**config.mk**
```make
export PLATFORM = sky130hd
export DESIGN_NAME = rot_mult_sched
export DESIGN_NICKNAME = d
export VERILOG_FILES = /design/src/rtl/rot_mult_sched.sv
export SDC_FILE = /design/constraint.sdc
export NUM_CORES = 1
export LEC_CHECK = 0
export ABC_AREA = 0
export CORE_ASPECT_RATIO = 2
export CORE_UTILIZATION = 40
export DETAILED_ROUTE_END_ITERATION = 10
export HOLD_SLACK_MARGIN = 0.03
export PLACE_DENSITY = 0.77
export SLEW_MARGIN = 30
export SYNTH_ARGS = -nofsm -noshare
export SYNTH_HDL_FRONTEND = slang
export SYNTH_SLANG_ARGS = --single-unit
```
**constraint.sdc**
```tcl
create_clock -name clk_i -period 7.55 [get_ports clk_i]
set_input_delay 1.51 -clock clk_i [delete_from_list [all_inputs] [get_ports clk_i]]
set_output_delay 1.51 -clock clk_i [all_outputs]
set_load 0.02 [all_outputs]
```
**src/rtl/rot_mult_sched.sv**
```systemverilog
// Shared rotator-multiplier scheduler: packs two trellis requesters into the multiplier's
// two-cycle slot and returns tagged results. Define ROT_SCHED_RR_EN for round-robin grants.
module rot_mult_sched #(
    parameter  int unsigned MULT_LAT = 7,
    parameter  int unsigned TAG_W    = 4,
    localparam int unsigned DATA_W   = 10
) (
    input  logic              clk_i,
    input  logic              reset_i,
    input  logic              enable_i,

    input  logic              req0_valid_i,
    output logic              req0_ready_o,
    input  logic [DATA_W-1:0] req0_re_i,
    input  logic [DATA_W-1:0] req0_im_i,
    input  logic [DATA_W-1:0] req0_cos_i,
    input  logic [DATA_W-1:0] req0_sin_i,
    input  logic [TAG_W-1:0]  req0_tag_i,

    input  logic              req1_valid_i,
    output logic              req1_ready_o,
    input  logic [DATA_W-1:0] req1_re_i,
    input  logic [DATA_W-1:0] req1_im_i,
    input  logic [DATA_W-1:0] req1_cos_i,
    input  logic [DATA_W-1:0] req1_sin_i,
    input  logic [TAG_W-1:0]  req1_tag_i,

    output logic              mult_ena_o,
    output logic [DATA_W-1:0] mult_a_o,
    output logic [DATA_W-1:0] mult_b_o,
    output logic [DATA_W-1:0] mult_c_o,
    output logic [DATA_W-1:0] mult_d_o,
    input  logic [DATA_W-1:0] mult_re0_i,
    input  logic [DATA_W-1:0] mult_im0_i,
    input  logic [DATA_W-1:0] mult_re1_i,
    input  logic [DATA_W-1:0] mult_im1_i,

    output logic              res_valid_o,
    output logic              res_id_o,
    output logic [TAG_W-1:0]  res_tag_o,
    output logic [DATA_W-1:0] res_re_o,
    output logic [DATA_W-1:0] res_im_o
);

    localparam int unsigned DEPTH = MULT_LAT + 1;

    typedef enum logic {
        SLOT_A = 1'b0,
        SLOT_B = 1'b1
    } state_e;

    typedef struct packed {
        logic             valid;
        logic             first;
        logic             id;
        logic [TAG_W-1:0] tag;
    } trk_t;

    typedef struct packed {
        logic [DATA_W-1:0] re;
        logic [DATA_W-1:0] im;
        logic [DATA_W-1:0] cos;
        logic [DATA_W-1:0] sin;
    } ops_t;

    state_e            state_q, state_d;
    logic              slot_open_c;
    logic              gnt0_c, gnt1_c, gnt_any_c;
    logic              ena_q, ena_d;
    ops_t              ops_q, ops_d;
    trk_t              trk_q [DEPTH];
    trk_t              trk_d;
    logic              res_valid_q, res_valid_d;
    logic              res_id_q, res_id_d;
    logic [TAG_W-1:0]  res_tag_q, res_tag_d;
    logic [DATA_W-1:0] res_re_q, res_re_d;
    logic [DATA_W-1:0] res_im_q, res_im_d;

`ifdef ROT_SCHED_RR_EN
    // last_q=1 means req1 was granted most recently, so req0 wins the next tie.
    logic last_q, last_d;
`endif

    // Arbitration: SLOT_B always completes, SLOT_A only opens while enabled.
    always_comb begin
        slot_open_c = !reset_i && ((state_q == SLOT_B) || enable_i);
`ifdef ROT_SCHED_RR_EN
        if (req0_valid_i && req1_valid_i) begin
            gnt0_c = slot_open_c && last_q;
            gnt1_c = slot_open_c && !last_q;
        end else begin
            gnt0_c = slot_open_c && req0_valid_i;
            gnt1_c = slot_open_c && req1_valid_i;
        end
`else
        gnt0_c = slot_open_c && req0_valid_i;
        gnt1_c = slot_open_c && req1_valid_i && !req0_valid_i;
`endif
        gnt_any_c = gnt0_c || gnt1_c;
    end

    assign req0_ready_o = gnt0_c;
    assign req1_ready_o = gnt1_c;

`ifdef ROT_SCHED_RR_EN
    always_comb begin
        last_d = last_q;
        if (gnt_any_c) begin
            last_d = gnt1_c;
        end
    end

    always_ff @(posedge clk_i or posedge reset_i) begin
        if (reset_i) begin
            last_q <= 1'b1;
        end else begin
            last_q <= last_d;
        end
    end
`endif

    // Slot sequencing and operand issue; an ungranted half goes out as zeros.
    always_comb begin
        state_d = state_q;
        ena_d   = 1'b0;
        ops_d   = '0;
        trk_d   = '0;
        if (gnt_any_c) begin
            ops_d.re    = gnt1_c ? req1_re_i  : req0_re_i;
            ops_d.im    = gnt1_c ? req1_im_i  : req0_im_i;
            ops_d.cos   = gnt1_c ? req1_cos_i : req0_cos_i;
            ops_d.sin   = gnt1_c ? req1_sin_i : req0_sin_i;
            trk_d.valid = 1'b1;
            trk_d.first = (state_q == SLOT_A);
            trk_d.id    = gnt1_c;
            trk_d.tag   = gnt1_c ? req1_tag_i : req0_tag_i;
        end
        case (state_q)
            SLOT_A: begin
                if (gnt_any_c) begin
                    state_d = SLOT_B;
                    ena_d   = 1'b1;
                end
            end
            SLOT_B:  state_d = SLOT_A;
            default: state_d = SLOT_A;
        endcase
    end

    always_ff @(posedge clk_i or posedge reset_i) begin
        if (reset_i) begin
            state_q <= SLOT_A;
        end else begin
            state_q <= state_d;
        end
    end

    // Result capture when a tracked half leaves the multiplier.
    always_comb begin
        res_valid_d = trk_q[DEPTH-1].valid;
        res_id_d    = res_id_q;
        res_tag_d   = res_tag_q;
        res_re_d    = res_re_q;
        res_im_d    = res_im_q;
        if (trk_q[DEPTH-1].valid) begin
            res_id_d  = trk_q[DEPTH-1].id;
            res_tag_d = trk_q[DEPTH-1].tag;
            res_re_d  = trk_q[DEPTH-1].first ? mult_re0_i : mult_re1_i;
            res_im_d  = trk_q[DEPTH-1].first ? mult_im0_i : mult_im1_i;
        end
    end

    always_ff @(posedge clk_i or posedge reset_i) begin
        if (reset_i) begin
            ena_q       <= 1'b0;
            ops_q       <= '0;
            trk_q       <= '{default: '0};
            res_valid_q <= 1'b0;
            res_id_q    <= 1'b0;
            res_tag_q   <= '0;
            res_re_q    <= '0;
            res_im_q    <= '0;
        end else begin
            ena_q    <= ena_d;
            ops_q    <= ops_d;
            trk_q[0] <= trk_d;
            for (int unsigned k = 1; k < DEPTH; k++) begin
                trk_q[k] <= trk_q[k-1];
            end
            res_valid_q <= res_valid_d;
            res_id_q    <= res_id_d;
            res_tag_q   <= res_tag_d;
            res_re_q    <= res_re_d;
            res_im_q    <= res_im_d;
        end
    end

    assign mult_ena_o  = ena_q;
    assign mult_a_o    = ops_q.re;
    assign mult_b_o    = ops_q.im;
    assign mult_c_o    = ops_q.cos;
    assign mult_d_o    = ops_q.sin;
    assign res_valid_o = res_valid_q;
    assign res_id_o    = res_id_q;
    assign res_tag_o   = res_tag_q;
    assign res_re_o    = res_re_q;
    assign res_im_o    = res_im_q;

    // Grant sanity: one owner per cycle, and never without a request.
    a_one_grant: assert property (@(posedge clk_i) disable iff (reset_i)
        !(req0_ready_o && req1_ready_o));
    a_grant_valid: assert property (@(posedge clk_i) disable iff (reset_i)
        (!req0_ready_o || req0_valid_i) && (!req1_ready_o || req1_valid_i));

endmodule

```
==> summary.txt <==
STATUS
--------------------------------------------------------------------------------------------
Result of the run ............................................................. finished clean

POWER
--------------------------------------------------------------------------------------------
Clock group share of total power ..............................................        0.443
Power dissipated by switching net loads .......................................     0.476 mW
Power Internal ................................................................      1.32 mW
Seq pwr share .................................................................        0.404
Proportion of total power due to net switching ................................        0.265
PnR Total Power ...............................................................      1.79 mW
Power Density .................................................................  253 nW/um^2
Total leakage power ...........................................................      3.14 nW
Maximum VDD drop ..............................................................       159 uV
Proportion of power drawn by combinational gates ..............................        0.153

SYNTHESIS
--------------------------------------------------------------------------------------------
Post-Synthesis Mean Instance Area .............................................   12.5 sq um
Number of different library cells in the post-synthesis netlist ...............           16
Flip-flop and latch count after synthesis .....................................          122
Portion of netlist area occupied by mux cells .................................       0.0585
Total standard cell area after synthesis ......................................   4380 sq um
Syn Nets ......................................................................          485
Gate Count Post-Synth .........................................................          352
Basic-gate share of the synthesized area counting and, or, nand and nor cells .       0.0987
Number of warnings printed during yosys synthesis .............................            0
Post-synthesis adder-cell area fraction .......................................            0
Compound-cell area share of the yosys netlist .................................        0.112
Post-Synth XOR/XNOR Area ......................................................            0
Fraction of the yosys area taken by sequential cells ..........................        0.696
Combinational family with the most area after synthesis ....................... compound AO/OA/AOI/OAI gates

CLOCK NETWORK
--------------------------------------------------------------------------------------------
TritonCTS Sinks ...............................................................          122
Setup Fix Bufs, Post-CTS ......................................................            0
H-tree depth ..................................................................            4
TritonCTS clock tree ..........................................................         done
TritonCTS Buffers .............................................................           17
Source-to-sink clock delay at the later pin of the worst-skew pair ............      0.41 ns
Cell at the root of the clock tree ............................................ sky130_fd_sc_hd__clkbuf_16
Post-CTS Hold Buffers .........................................................            0
Post-cts gate resize count ....................................................            0
Maximum clock insertion buffer count ..........................................            2
Clock-pin slew on the worst setup and hold paths ..............................      0.06 ns

FLOORPLANNING
--------------------------------------------------------------------------------------------
Starting utilization of the core area .........................................        0.413
Number of top-level pins ......................................................          202
Die span in x .................................................................      76.0 um
Core Box Area .................................................................  10600 sq um
Floorplan die area ............................................................  11400 sq um
Std cell rows .................................................................           53
DIE HEIGHT ....................................................................       150 um

PLACE
--------------------------------------------------------------------------------------------
Count of input and output buffers .............................................          201
Inst Count DP .................................................................          671
HPWL after detailed placement .................................................      7380 um
Worst setup timing slack at the placement stage ...............................      2.41 ns
Final weighted congestion in routability-driven placement .....................        0.758
Standard cell area after detailed placement ...................................   6470 sq um

GLOBAL ROUTING
--------------------------------------------------------------------------------------------
GRT Overall Usage .............................................................        0.198
Global route overflow .........................................................            0
Number of antenna violations at the first check in global routing .............            0
First-pass GRT wire length ....................................................     16900 um
Vias in the first global route ................................................         3502
Largest net degree at the start of global routing .............................           83

DRT
--------------------------------------------------------------------------------------------
Total number of vias ..........................................................         3315
Antenna violation net count after detailed routing ............................            0
Total wirelength of the detailed-routed design ................................     10500 um
Number of iterations in the first detailed-routing pass .......................            4
DR vias/cell ..................................................................         4.71
Detailed router's first-iteration violation count .............................           96
Wire length per cell ..........................................................      14.9 um
DRC violation count after routing .............................................            0

TIMING
--------------------------------------------------------------------------------------------
Count of final hold-check violations ..........................................            0
Worst setup slack after layout ................................................      2.44 ns
Tcrit/Tclk final ..............................................................        0.676
Transition at the pin with the smallest max-transition slack ..................     0.891 ns
Clock Skews ...................................................................   0.00738 ns
Final TNS setup ...............................................................         0 ns
Worst rel slew slack ..........................................................        0.406
Final Setup Violations ........................................................            0
Unrepaired setup endpoints after global routing ...............................           no
Highest achievable clock rate .................................................    0.196 GHz
Worst-case hold slack .........................................................     0.341 ns
Number of pins with negative max-slew slack in the final report ...............            0
Final period demand of the worst path .........................................      5.11 ns

SETUP PATH
--------------------------------------------------------------------------------------------
Crit path max fanout ..........................................................           46
Setup CP Type ................................................................. primary input to primary output
Data arrival time of the worst path ...........................................      3.60 ns
Register-to-register setup slack ..............................................      5.90 ns
Critical path required time ...................................................      6.04 ns
Path depth of the worst reg2reg path ..........................................            4
Kind of end point of the critical path ........................................ primary output
Endpoint of the worst-slack reg-to-reg timing path ............................ mult_d_o[0]$_DFF_PP0_
Startpoint class of the critical path ......................................... primary input
Critical register-to-register path startpoint ................................. mult_ena_o$_DFF_PP0_

HOLD PATH
--------------------------------------------------------------------------------------------
Hold Path Cell Cnt ............................................................            0
Endpoint, Worst Hold .......................................................... trk_q[41]$_DFF_PP0_
Hold Crit Start ............................................................... trk_q[48]$_DFF_PP0_
HP Class ...................................................................... flip-flop to flip-flop

FINISH
--------------------------------------------------------------------------------------------
Fill cell total of the finished layout ........................................          832
Cell area after layout ........................................................   7100 sq um
Post-synthesis to final-layout area growth ....................................        61.8%
Number of nets in the layout ..................................................          687
Final standard cell count with taps included and fillers excluded .............          704
Share of cells above drive strength 1 .........................................        0.150
Antenna cell count ............................................................            0
Util after Layout .............................................................        0.669

JOB
--------------------------------------------------------------------------------------------
Max-cap violations ............................................................            0

## synth_stat cells (all sizes together)
cell | instances | share of area
nor2 | 24 | 0.021
nand2 | 88 | 0.075
o21bai | 2 | 0.0060
mux2i | 20 | 0.046
inv | 3 | 0.0026
nand2b | 1 | 0.0014
mux2 | 5 | 0.013
dfrtp | 122 | 0.70
a21oi | 64 | 0.11
clkbuf | 2 | 0.0017
nor2b | 1 | 0.0014
buf | 20 | 0.031
## logic make-up (layout without fill, tap and decap cells)
family	count (synthesis)	in the layout
DFF	122	122
and+or+nand+nor	114	114
AOI/OAI and AO/OA	66	66
muxes	25	25
buffers and inverters	25	240
## worst max-delay path by stage
stage                 start                     to
2_1_floorplan       reset_i  mult_a_o[0]$_DFF_PP0_
3_3_place_gp   req0_valid_i           req1_ready_o
3_5_place_dp   req0_valid_i           req1_ready_o
4_1_cts        req0_valid_i           req1_ready_o
5_1_grt        req0_valid_i           req1_ready_o
6_report       req0_valid_i           req1_ready_o
## sequential cells by signal, indices dropped and copies added (netlist names), 4 cells and up
register	flops
mult_c_o	10
mult_a_o	10
res_re_o	10
mult_b_o	10
trk_q	54
res_im_o	10
mult_d_o	10
res_tag_o	4
## critical path, cell delays in order
cell	delay (ns)
sky130_fd_sc_hd__clkdlybuf4s50_1	0.53
sky130_fd_sc_hd__nand2b_2	0.67
sky130_fd_sc_hd__nor2_1	0.25
sky130_fd_sc_hd__clkdlybuf4s50_1	0.63
## power groups by stage
stage | clock (mW) | sequential, mW | combinational [mW]
4_1_cts | 0.814 | 0.725 | 0.277
5_1_grt | 0.844 | 0.731 | 0.296
2_1_floorplan | 0 | 0.772 | 0.0823
3_5_place_dp | 0 | 0.737 | 0.275
6_report | 0.795 | 0.725 | 0.275
3_3_place_gp | 0 | 0.734 | 0.269
## per-layer routing
layer	share of wire	vias to the layer above	track usage
li1	-	1550	-
met1	0.35	1553	0.191
met2	0.52	192	0.350
met3	0.11	20	0.0970
met4	0.022	0	0.0913
met5	0	-	0
## cell usage in the layout (no fill, tap or decap), types with 5 or more instances in the layout
master / n
sky130_fd_sc_hd__clkdlybuf4s50_1: 201
sky130_fd_sc_hd__dfrtp_1: 121
sky130_fd_sc_hd__nand2_1: 88
sky130_fd_sc_hd__a21oi_2: 38
sky130_fd_sc_hd__a21oi_1: 26
sky130_fd_sc_hd__nor2_1: 24
sky130_fd_sc_hd__mux2i_1: 20
sky130_fd_sc_hd__clkbuf_16: 17
sky130_fd_sc_hd__inv_8: 6
sky130_fd_sc_hd__mux2_2: 5
sky130_fd_sc_hd__inv_6: 5
## layout make-up
cell class,count,area [sq um],area share
clock buffers,17,425,0.0600
clock inverters,15,165,0.0233
inverters,3,13.8,0.00194
multi-input cells,205,1200,0.169
flip-flops and latches,122,3050,0.430
well taps,137,171,0.0242
repair buffers,205,2070,0.291
Note: power is estimated with default switching activity, not from simulation.
